## src/rtl/pe_issue_writeback.sv

```systemverilog
// Instruction sequencer for one SCGRA processing element.
// Fetches statically scheduled instructions and reads three operands from data memory.
// Issues each instruction to a fixed-latency ALU, then writes the result back to the
// destination address that was carried alongside the instruction.
// There is no hazard logic because the compiler schedule already rules out RAW/WAW conflicts.
module pe_issue_writeback #(
  parameter int DWIDTH      = 32,
  parameter int IADDR_WIDTH = 8,
  parameter int DADDR_WIDTH = 8,
  parameter int ALU_LATENCY = 3
) (
  input  logic                       Clk,
  input  logic                       Resetn,
  input  logic                       Start,
  input  logic [IADDR_WIDTH:0]       Inst_Count,
  output logic                       Busy,
  output logic                       Done,
  output logic                       Inst_Rd_En,
  output logic [IADDR_WIDTH-1:0]     Inst_Addr,
  input  logic [4+4*DADDR_WIDTH-1:0] Inst_Data,
  output logic [DADDR_WIDTH-1:0]     Rd_Addr0,
  output logic [DADDR_WIDTH-1:0]     Rd_Addr1,
  output logic [DADDR_WIDTH-1:0]     Rd_Addr2,
  input  logic [DWIDTH-1:0]          Rd_Data0,
  input  logic [DWIDTH-1:0]          Rd_Data1,
  input  logic [DWIDTH-1:0]          Rd_Data2,
  output logic [DWIDTH-1:0]          ALU_In0,
  output logic [DWIDTH-1:0]          ALU_In1,
  output logic [DWIDTH-1:0]          ALU_In2,
  output logic [3:0]                 Opcode,
  input  logic [DWIDTH-1:0]          ALU_Out,
  output logic                       Wr_En,
  output logic [DADDR_WIDTH-1:0]     Wr_Addr,
  output logic [DWIDTH-1:0]          Wr_Data,
  output logic [IADDR_WIDTH:0]       Op_Count
);

  // Drain must cover operand read + issue + full ALU latency so the last writeback lands before Done.
  localparam int DRAIN_CYCLES = 2 + ALU_LATENCY;
  localparam int DCW          = $clog2(DRAIN_CYCLES + 1);
  localparam logic [DCW-1:0] DRAIN_LAST = DCW'(DRAIN_CYCLES - 1);

  typedef enum logic [1:0] {S_IDLE, S_FETCH, S_DRAIN, S_DONE} state_e;

  state_e                   state_q, state_d;
  logic [IADDR_WIDTH-1:0]   pc_q, pc_d;
  logic [IADDR_WIDTH:0]     count_q, count_d;
  logic [DCW-1:0]           drain_q, drain_d;
  logic [IADDR_WIDTH:0]     op_count_q, op_count_d;
  logic [IADDR_WIDTH:0]     last_idx;

  // Operand-read stage: Inst_Data is valid the cycle after a fetch.
  logic                     fetch_valid_q;
  // Issue stage: what the ALU sees this cycle.
  logic                     iss_valid_q;
  logic [3:0]               iss_op_q;
  logic [DADDR_WIDTH-1:0]   iss_dst_q;
  // Delay line matching the ALU latency; the tail lines up with ALU_Out.
  logic                     dl_valid_q [ALU_LATENCY];
  logic [3:0]               dl_op_q    [ALU_LATENCY];
  logic [DADDR_WIDTH-1:0]   dl_dst_q   [ALU_LATENCY];

  logic [3:0]               inst_op;
  logic [DADDR_WIDTH-1:0]   inst_src0, inst_src1, inst_src2, inst_dst;

  assign inst_op   = Inst_Data[3:0];
  assign inst_src0 = Inst_Data[4 +: DADDR_WIDTH];
  assign inst_src1 = Inst_Data[4 + DADDR_WIDTH +: DADDR_WIDTH];
  assign inst_src2 = Inst_Data[4 + 2*DADDR_WIDTH +: DADDR_WIDTH];
  assign inst_dst  = Inst_Data[4 + 3*DADDR_WIDTH +: DADDR_WIDTH];

  assign last_idx = count_q - {{IADDR_WIDTH{1'b0}}, 1'b1};

  // Control state, PC, run length, drain counter and writeback counter.
  always_ff @(posedge Clk or negedge Resetn) begin
    if (!Resetn) begin
      state_q    <= S_IDLE;
      pc_q       <= '0;
      count_q    <= '0;
      drain_q    <= '0;
      op_count_q <= '0;
    end else begin
      // NOTE: registers use non-blocking assignments so every flop samples pre-edge values.
      state_q    <= state_d;
      pc_q       <= pc_d;
      count_q    <= count_d;
      drain_q    <= drain_d;
      op_count_q <= op_count_d;
    end
  end

  // Next-state logic and FSM-driven outputs.
  always_comb begin
    // NOTE: every output of this block gets a default first so no path infers a latch.
    state_d    = state_q;
    pc_d       = pc_q;
    count_d    = count_q;
    drain_d    = drain_q;
    op_count_d = op_count_q + {{IADDR_WIDTH{1'b0}}, Wr_En};
    Inst_Rd_En = 1'b0;
    Busy       = (state_q != S_IDLE);
    Done       = (state_q == S_DONE);
    unique case (state_q)
      S_IDLE: begin
        if (Start) begin
          count_d    = Inst_Count;
          pc_d       = '0;
          op_count_d = '0;
          state_d    = (Inst_Count != '0) ? S_FETCH : S_DONE;
        end
      end
      S_FETCH: begin
        Inst_Rd_En = 1'b1;
        pc_d       = pc_q + {{(IADDR_WIDTH-1){1'b0}}, 1'b1};
        if ({1'b0, pc_q} == last_idx) begin
          state_d = S_DRAIN;
          drain_d = '0;
        end
      end
      S_DRAIN: begin
        drain_d = drain_q + DCW'(1);
        if (drain_q == DRAIN_LAST) state_d = S_DONE;
      end
      S_DONE: state_d = S_IDLE;
      default: state_d = S_IDLE;
    endcase
  end

  assign Inst_Addr = Inst_Rd_En ? pc_q : '0;

  // Operand fetch and issue registers: opcode/dst move one stage per cycle.
  always_ff @(posedge Clk or negedge Resetn) begin
    if (!Resetn) begin
      fetch_valid_q <= 1'b0;
      iss_valid_q   <= 1'b0;
      iss_op_q      <= '0;
      iss_dst_q     <= '0;
    end else begin
      fetch_valid_q <= Inst_Rd_En;
      iss_valid_q   <= fetch_valid_q;
      iss_op_q      <= fetch_valid_q ? inst_op  : 4'b0000;
      iss_dst_q     <= fetch_valid_q ? inst_dst : '0;
    end
  end

  // Shift the issued opcode/dst down the latency-matched delay line.
  always_ff @(posedge Clk or negedge Resetn) begin
    if (!Resetn) begin
      // NOTE: the delay line is reset because stale valid bits would cause spurious writes after an abort.
      for (int i = 0; i < ALU_LATENCY; i++) begin
        dl_valid_q[i] <= 1'b0;
        dl_op_q[i]    <= '0;
        dl_dst_q[i]   <= '0;
      end
    end else begin
      dl_valid_q[0] <= iss_valid_q;
      dl_op_q[0]    <= iss_op_q;
      dl_dst_q[0]   <= iss_dst_q;
      for (int i = 1; i < ALU_LATENCY; i++) begin
        dl_valid_q[i] <= dl_valid_q[i-1];
        dl_op_q[i]    <= dl_op_q[i-1];
        dl_dst_q[i]   <= dl_dst_q[i-1];
      end
    end
  end

  assign Rd_Addr0 = fetch_valid_q ? inst_src0 : '0;
  assign Rd_Addr1 = fetch_valid_q ? inst_src1 : '0;
  assign Rd_Addr2 = fetch_valid_q ? inst_src2 : '0;

  assign ALU_In0  = iss_valid_q ? Rd_Data0 : '0;
  assign ALU_In1  = iss_valid_q ? Rd_Data1 : '0;
  assign ALU_In2  = iss_valid_q ? Rd_Data2 : '0;
  assign Opcode   = iss_op_q;

  // A NOP still travels down the pipe but never writes back.
  assign Wr_En    = dl_valid_q[ALU_LATENCY-1] && (dl_op_q[ALU_LATENCY-1] != 4'b0000);
  assign Wr_Addr  = Wr_En ? dl_dst_q[ALU_LATENCY-1] : '0;
  assign Wr_Data  = Wr_En ? ALU_Out : '0;
  assign Op_Count = op_count_q;

endmodule
```

## config.mk

```make
export PLATFORM = sky130hd
export DESIGN_NAME = pe_issue_writeback
export DESIGN_NICKNAME = d
export VERILOG_FILES = /design/src/rtl/pe_issue_writeback.sv
export SDC_FILE = /design/constraint.sdc
export NUM_CORES = 1
export LEC_CHECK = 0
export BUFFER_PORTS_ARGS = -buffer_cell sky130_fd_sc_hd__buf_2
export CORE_AREA = 2 2 141 143
export CTS_BUF_LIST = sky130_fd_sc_hd__clkbuf_4 sky130_fd_sc_hd__clkbuf_8
export DETAILED_ROUTE_END_ITERATION = 8
export DIE_AREA = 0 0 143 145
export HOLD_SLACK_MARGIN = 0.1
export SYNTH_ARGS = -nofsm -noshare
export SYNTH_HDL_FRONTEND = slang
export SYNTH_SLANG_ARGS = --single-unit
```

## constraint.sdc

```tcl
create_clock -name Clk -period 3.75 [get_ports Clk]
set_input_delay 0.75 -clock Clk [delete_from_list [all_inputs] [get_ports Clk]]
set_output_delay 0.75 -clock Clk [all_outputs]
set_load 0.05 [all_outputs]
```

==> reports/summary.txt, run 1 <==
crit start category -> register
flops & latches, synth -> 84
Max-slew headroom -> 0.198
GRT overflow -> 0
Layout area overhead -> 52.8%
Initial Util -> 0.227
Final Hold Violating Endpoints -> 0
synthesized area per cell -> 9.69 um^2
Buffers on Ports -> 360
final period utilization -> 0.765
final critical-path required period -> 2.87 ns
largest net degree at the start of global routing -> 98
Resized cells post-CTS -> 0
Setup TNS -> 0 ns
Final nets -> 987
first-pass GRT wire length -> 25.7 mm
CTS tree -> done
antenna violations before repair -> 17
drt via density -> 4.12
P_leak -> 3.82 nW
worst-skew pair later-pin latency -> 0.36 ns
VDD IR-drop max -> 0.000338 V
WS Path Type -> reg -> out
HPWL after detailed placement -> 14.8 mm
HP Start -> iss_dst_q[6]
Core ar. -> 19200 um^2
Max Clk Rate -> 349 MHz
CP max FO -> 97
design area -> 6650 um^2
Fillers -> 2028
R2R setup slack -> 1.31 ns
Die ar. -> 20700 um^2
Synth Net Count -> 635
HP Class -> reg -> reg
share of layout cells above drive strength 1 -> 0.484
Critical Path Start -> iss_valid_q
Post-CTS Hold Fix Bufs -> 0
synth warn -> 0
ys flop type -> dfrtp_1
Worst Path Required -> 3.00 ns
total CTS buffers -> 9
crit path to -> ALU_In0[14]
Top Ports -> 361
final hold slack -> 0.343 ns
status -> complete, no violations
clk_skew -> 0.0102 ns
Synth Cell Area -> 4350 um^2
antenna-violating nets left -> 0
Die Width -> 143 um
CP Capture Type -> primary output
asr flop ratio synth -> 1.00
Worst R2R Path Depth -> 8
EDFF count, synth -> 0
# DRC -> 0
Placed Area -> 6430 um^2
worst flop-to-flop path endpoint -> state_q[1]
Clock Path Buffers -> 2
Iter 0 DRT Violations -> 176
Via Count -> 4449
WL/cell -> 16.4 um
DRT Wirelength -> 17.7 mm
Sink Count -> 84
Die Height -> 145 um
CTS H-tree lvls -> 3
Final setup viols -> 0
PD cells -> 797 nW/um^2
Max Slew Vio Count -> 0
clk root buf -> clkbuf_8
Data arrival, critical path -> 2.12 ns
# Max-Cap Violations -> 0
RSZ-0062 raised after global routing -> no
GPL Wtd Cong -> 0.863
DRT Pass-1 Iters -> 4
Post-CTS Repair Setup Buffers -> 0
sequential fraction of the synthesis area -> 0.483
vias in the first global route -> 4292
Netlist cell types -> 41
site row count -> 51
worst-margin pin slew -> 1.20 ns
Worst R2R Start -> count_q[0]
CTS clock-pin slew for the worst setup and hold paths -> 0.10 ns
Tot GR Track Use -> 0.167
Post-Synthesis Cells -> 449
[flip-flops by register name, summed over array words and instances, names as in the netlist]
signal / cells
dl_op_q: 12
iss_valid_q: 1
pc_q: 8
drain_q: 3
dl_valid_q: 3
dl_dst_q: 24
Opcode: 4
fetch_valid_q: 1
count_q: 9
iss_dst_q: 8
Op_Count: 9
state_q: 2
[worst max-delay path, stage by stage (launching register included)]
cell and delay, ns:
dfrtp_2 1.15, and2_1 0.30, buf_2 0.28
[stage by stage]
stage,cells,total power [mW],utilization,worst slack [ns]
after detailed placement,1055,4.70,0.335,1.25
after global placement,1055,4.68,0.335,1.27
after global routing,1075,5.64,0.346,0.690
after CTS,1071,5.36,0.345,0.838
final,1079,5.30,0.346,0.882
after floorplan,449,3.91,-,1.16
[area by class of cell]
cell class	instances	area (um^2)	area share
Clock buffer	9	124	0.0186
Clock inverter	7	76.3	0.0115
Sequential cell	84	2100	0.316
Multi-Input combinational cell	333	2130	0.320
Timing Repair Buffer	363	1830	0.275
Antenna cell	8	20.0	0.00301
Inverter	10	37.5	0.00565
Tap cell	265	332	0.0499
[cells in the mapped netlist, types with 2 or more instances]
master | instances | area, um^2
and2_1 | 183 | 1140
dfrtp_1 | 84 | 2100
nand2_1 | 31 | 116
clkbuf_1 | 21 | 78.8
nor2_1 | 19 | 71.3
xnor2_1 | 12 | 105
ha_1 | 10 | 125
inv_1 | 10 | 37.5
nand3_1 | 10 | 50.1
xor2_1 | 10 | 87.6
a21oi_1 | 8 | 40.0
o21ai_0 | 8 | 40.0
and3_1 | 4 | 25.0
nor3_1 | 3 | 15.0
nor4_1 | 3 | 18.8
or3_1 | 3 | 18.8
a211o_1 | 2 | 17.5
and2b_2 | 2 | 17.5
mux2i_1 | 2 | 20.0
nand2b_1 | 2 | 12.5
o32ai_1 | 2 | 17.5
[layout by cell type, fill, tap and decap left out, types with 3 or more instances in the layout]
cell,n
a21oi_1,8
and2_1,183
and3_1,4
buf_2,359
buf_4,4
clkbuf_8,9
dfrtp_1,83
diode_2,8
ha_1,10
inv_1,10
inv_8,3
nand2_1,31
nand3_1,10
nor2_1,19
nor3_1,3
nor4_1,3
o21ai_0,8
or3_1,3
xnor2_1,12
xor2_1,10
[kinds of logic (layout without fill, tap and decap cells)]
family,count (synthesis),after routing,synth area share
other,0,8,0
flip-flops,84,84,0.483
AO/OA/AOI/OAI,31,31,0.0518
XOR/XNOR,22,22,0.0443
adder cells (fa/ha/maj),10,10,0.0288
buffers and inverters,32,389,0.0276
multiplexers,2,2,0.00460
AND/OR/NAND/NOR,268,268,0.360
[worst min-delay path by stage]
stage	slack, ns	endpoint	cells past startpoint
6_report	0.34	dl_dst_q[22]	0
5_1_grt	0.35	dl_op_q[5]	0
4_1_cts	0.35	dl_dst_q[22]	0
3_5_place_dp	0.33	dl_dst_q[22]	0
3_3_place_gp	0.33	dl_op_q[7]	0
2_1_floorplan	0.33	dl_dst_q[0]	0
[per-layer routing]
layer	share of wire	wire, um	up-vias	track usage
met3	0.076	1340	19	0.0426
met4	0.011	194	2	0.0475
met5	0.00073	13	-	0
li1	-	-	2151	-
met1	0.43	7710	2057	0.213
met2	0.48	8470	220	0.277
[power by group]
group / internal [mW] / switching (mW)
registers: 1.15 / 0.286
logic: 0.878 / 2.35
clock network: 0.265 / 0.371
Power figures use the tool's default switching activity.
==> inputs of run 2 (changes only) <==
clock period = 2.6 ns   (was 3.75 ns; I/O delays follow)
==> run 2 against run 1 <==
  * Critical endpoint is now state_q[1]
  * Wire length up 0.92%
  * Clock power up 34%
  * Sequential share of layout area down 0.21 points
  * Worst hold slack better by 0.0061 ns
  * Via count down 0.18%
  * Clock-buffer cell count up 1
  * Clock skew down 0.0012 ns
  * Cell area up 0.66%
  * Core utilization up 0.23 points
  * Sequential power up 35%
  * Final cell count about the same
==> reports/summary.txt, run 2 (synthesis results as in run 1) <==
RSZ-0062 raised after global routing -> no (unchanged)
Initial Util -> 0.227 (unchanged)
CP Capture Type -> register (was primary output)
Max-slew headroom -> 0.583 (was 0.198)
share of layout cells above drive strength 1 -> 0.486 (was 0.484)
most frequent cells in the layout -> 359 x buf_2, 183 x and2_1, 83 x dfrtp_1 (unchanged)
final non-filler cell total -> 1080 (was 1079)
Max Slew Vio Count -> 0 (unchanged)
CP max FO -> 6 (was 97)
Final nets -> 993 (was 987)
GPL Wtd Cong -> 0.863 (about the same)
DRT Wirelength -> 17.9 mm (was 17.7 mm)
Setup TNS -> 0 ns (unchanged)
Layout area overhead -> 53.8% (was 52.8%)
Iter 0 DRT Violations -> 170 (was 176)
first-pass GRT wire length -> 26.3 mm (was 25.7 mm)
site row count -> 51 (unchanged)
worst-skew pair later-pin latency -> 0.35 ns (was 0.36 ns)
power share of the combinational group -> 0.638 (was 0.610)
Max Clk Rate -> 408 MHz
crit-path max cell delay -> 0.44 ns (was 1.15 ns)
Tot GR Track Use -> 0.170 (was 0.167)
worst-margin pin slew -> 0.626 ns (was 1.20 ns)
Final Hold Violating Endpoints -> 0 (unchanged)
Place WS -> 0.239 ns (was 1.25 ns)
HP Class -> reg -> reg (unchanged)
Final setup viols -> 0 (unchanged)
Biggest register -> dl_dst_q (unchanged)
Clock Path Buffers -> 2 (unchanged)
max reg flops -> 24 (unchanged)
CTS tree -> done (unchanged)
status -> complete, no violations (unchanged)
final critical-path required period -> 2.45 ns
P_leak -> 3.85 nW (was 3.82 nW)
Buffers on Ports -> 360 (unchanged)
DRT Pass-1 Iters -> 4 (unchanged)
Top Ports -> 361 (unchanged)
critical path cell sequence -> inv_1, ha_1, nor3b_2, xnor2_1, nor4_2, o211ai_2, a221oi_2, mux2i_1 (was and2_1, buf_2)
sequential power share -> 0.251 (was 0.270)
Fillers -> 2025 (was 2028)
crit start category -> register (unchanged)
Die ar. -> 20700 um^2 (unchanged)
Sw Ratio -> 0.564 (was 0.568)
clk_skew -> 0.00900 ns (was 0.0102 ns)
Inst Count DP -> 1059 (was 1055)
Clk pwr share -> 0.111 (was 0.120)
commonest non-fill, non-tap cell in the layout -> buf_2 (unchanged)
CTS H-tree lvls -> 3 (unchanged)
Via Count -> 4441 (was 4449)
Sink Count -> 84 (unchanged)
total CTS buffers -> 9 (unchanged)
GRT overflow -> 0 (unchanged)
vias in the first global route -> 4326 (was 4292)
Data arrival, critical path -> 2.72 ns (was 2.12 ns)
final hold slack -> 0.349 ns (was 0.343 ns)
P_int -> 3.36 mW (was 2.29 mW)
Worst Path Required -> 2.88 ns (was 3.00 ns)
clk root buf -> clkbuf_8 (unchanged)
# Max-Cap Violations -> 0 (unchanged)
CTS clock-pin slew for the worst setup and hold paths -> 0.09 ns (was 0.10 ns)
final setup margin -> 0.152 ns (was 0.882 ns)
VDD IR-drop max -> 0.000419 V (was 0.000338 V)
HPWL after detailed placement -> 15.1 mm (was 14.8 mm)
post-layout total power -> 7.70 mW (was 5.30 mW)
Core ar. -> 19200 um^2 (unchanged)
largest net degree at the start of global routing -> 89 (was 98)
WS Path Type -> reg -> reg (was reg -> out)
antenna violations before repair -> 15 (was 17)
WL/cell -> 16.6 um (was 16.4 um)
drt via density -> 4.11 (was 4.12)
Die Width -> 143 um (unchanged)
Slowest-stage cell, CP -> dfrtp_1 (was dfrtp_2)
antenna-violating nets left -> 0 (unchanged)
Psw -> 4.35 mW (was 3.01 mW)
Die Height -> 145 um (unchanged)
final period utilization -> 0.942
PD cells -> 1150 nW/um^2 (was 797 nW/um^2)
# DRC -> 0 (unchanged)
Largest regs -> dl_dst_q (24), dl_op_q (12) (unchanged)
## run 2: layout make-up
type,count,area (um^2),share of cell area
diodes,3,7.51,0.00112
well taps,265,332,0.0495
multi-input cells,333,2130,0.318
flip-flops and latches,84,2100,0.314
clock buffers,10,138,0.0206
clock inverters,6,46.3,0.00692
repair buffers,369,1900,0.284
inverters,10,37.5,0.00561
## run 2: worst max-delay path, delay by kind of cell (launching register included)
kind                     cells  cell delay, ns
XOR/XNOR                     1            0.16
buffers and inverters        1            0.10
AO/OA/AOI/OAI                2            0.54
adder cells (fa/ha/maj)      1            0.18
flip-flops                   1            0.44
AND/OR/NAND/NOR              2            0.73
multiplexers                 1            0.22
## run 2: what timing repair did
| item | in CTS | in global routing |
|---|---|---|
| buffers inserted | 0 | 1 |
| endpoints found under the hold margin | 32 | 0 |
| hold buffers | 1 | 0 |
| gates resized for setup | 0 | 0 |
| endpoints found under the setup margin | 0 | 7 |
## run 2: worst paths after layout
kind                            cells after the start  slack [ns]         start          end
worst min register to register                      0        0.35  dl_dst_q[15]  dl_dst_q[7]
worst max-delay path                                8        0.15    count_q[0]   state_q[1]
min in group asynchronous                           2        0.65        Resetn  dl_dst_q[5]
worst max register to register                      8        0.15    count_q[0]   state_q[1]
max in group asynchronous                           3        1.33        Resetn   drain_q[2]
worst min-delay path                                0        0.35  dl_dst_q[15]  dl_dst_q[7]
## run 2: routing by layer
| layer | global-route usage | share of wire |
|---|---|---|
| met1 | 0.204 | 0.42 |
| met2 | 0.287 | 0.47 |
| met3 | 0.0535 | 0.088 |
| met4 | 0.0574 | 0.023 |
| met5 | 0 | 0.0015 |
## run 2: power groups by stage
stage / sequential, mW / combinational (mW) / clock (mW)
finish: 1.93 / 4.92 / 0.854
global route: 1.99 / 5.23 / 0.952
CTS: 1.94 / 4.95 / 0.900
detailed placement: 1.96 / 4.92 / 0
global placement: 1.95 / 4.91 / 0
floorplan: 1.99 / 3.66 / 0
## run 2: per-stage QoR
step                cell area [um^2]  utilization
finish                          6690        0.348
global route                    6690        0.348
CTS                             6680        0.348
detailed placement              6480        0.338
global placement                6480        0.338
floorplan                       4350            -
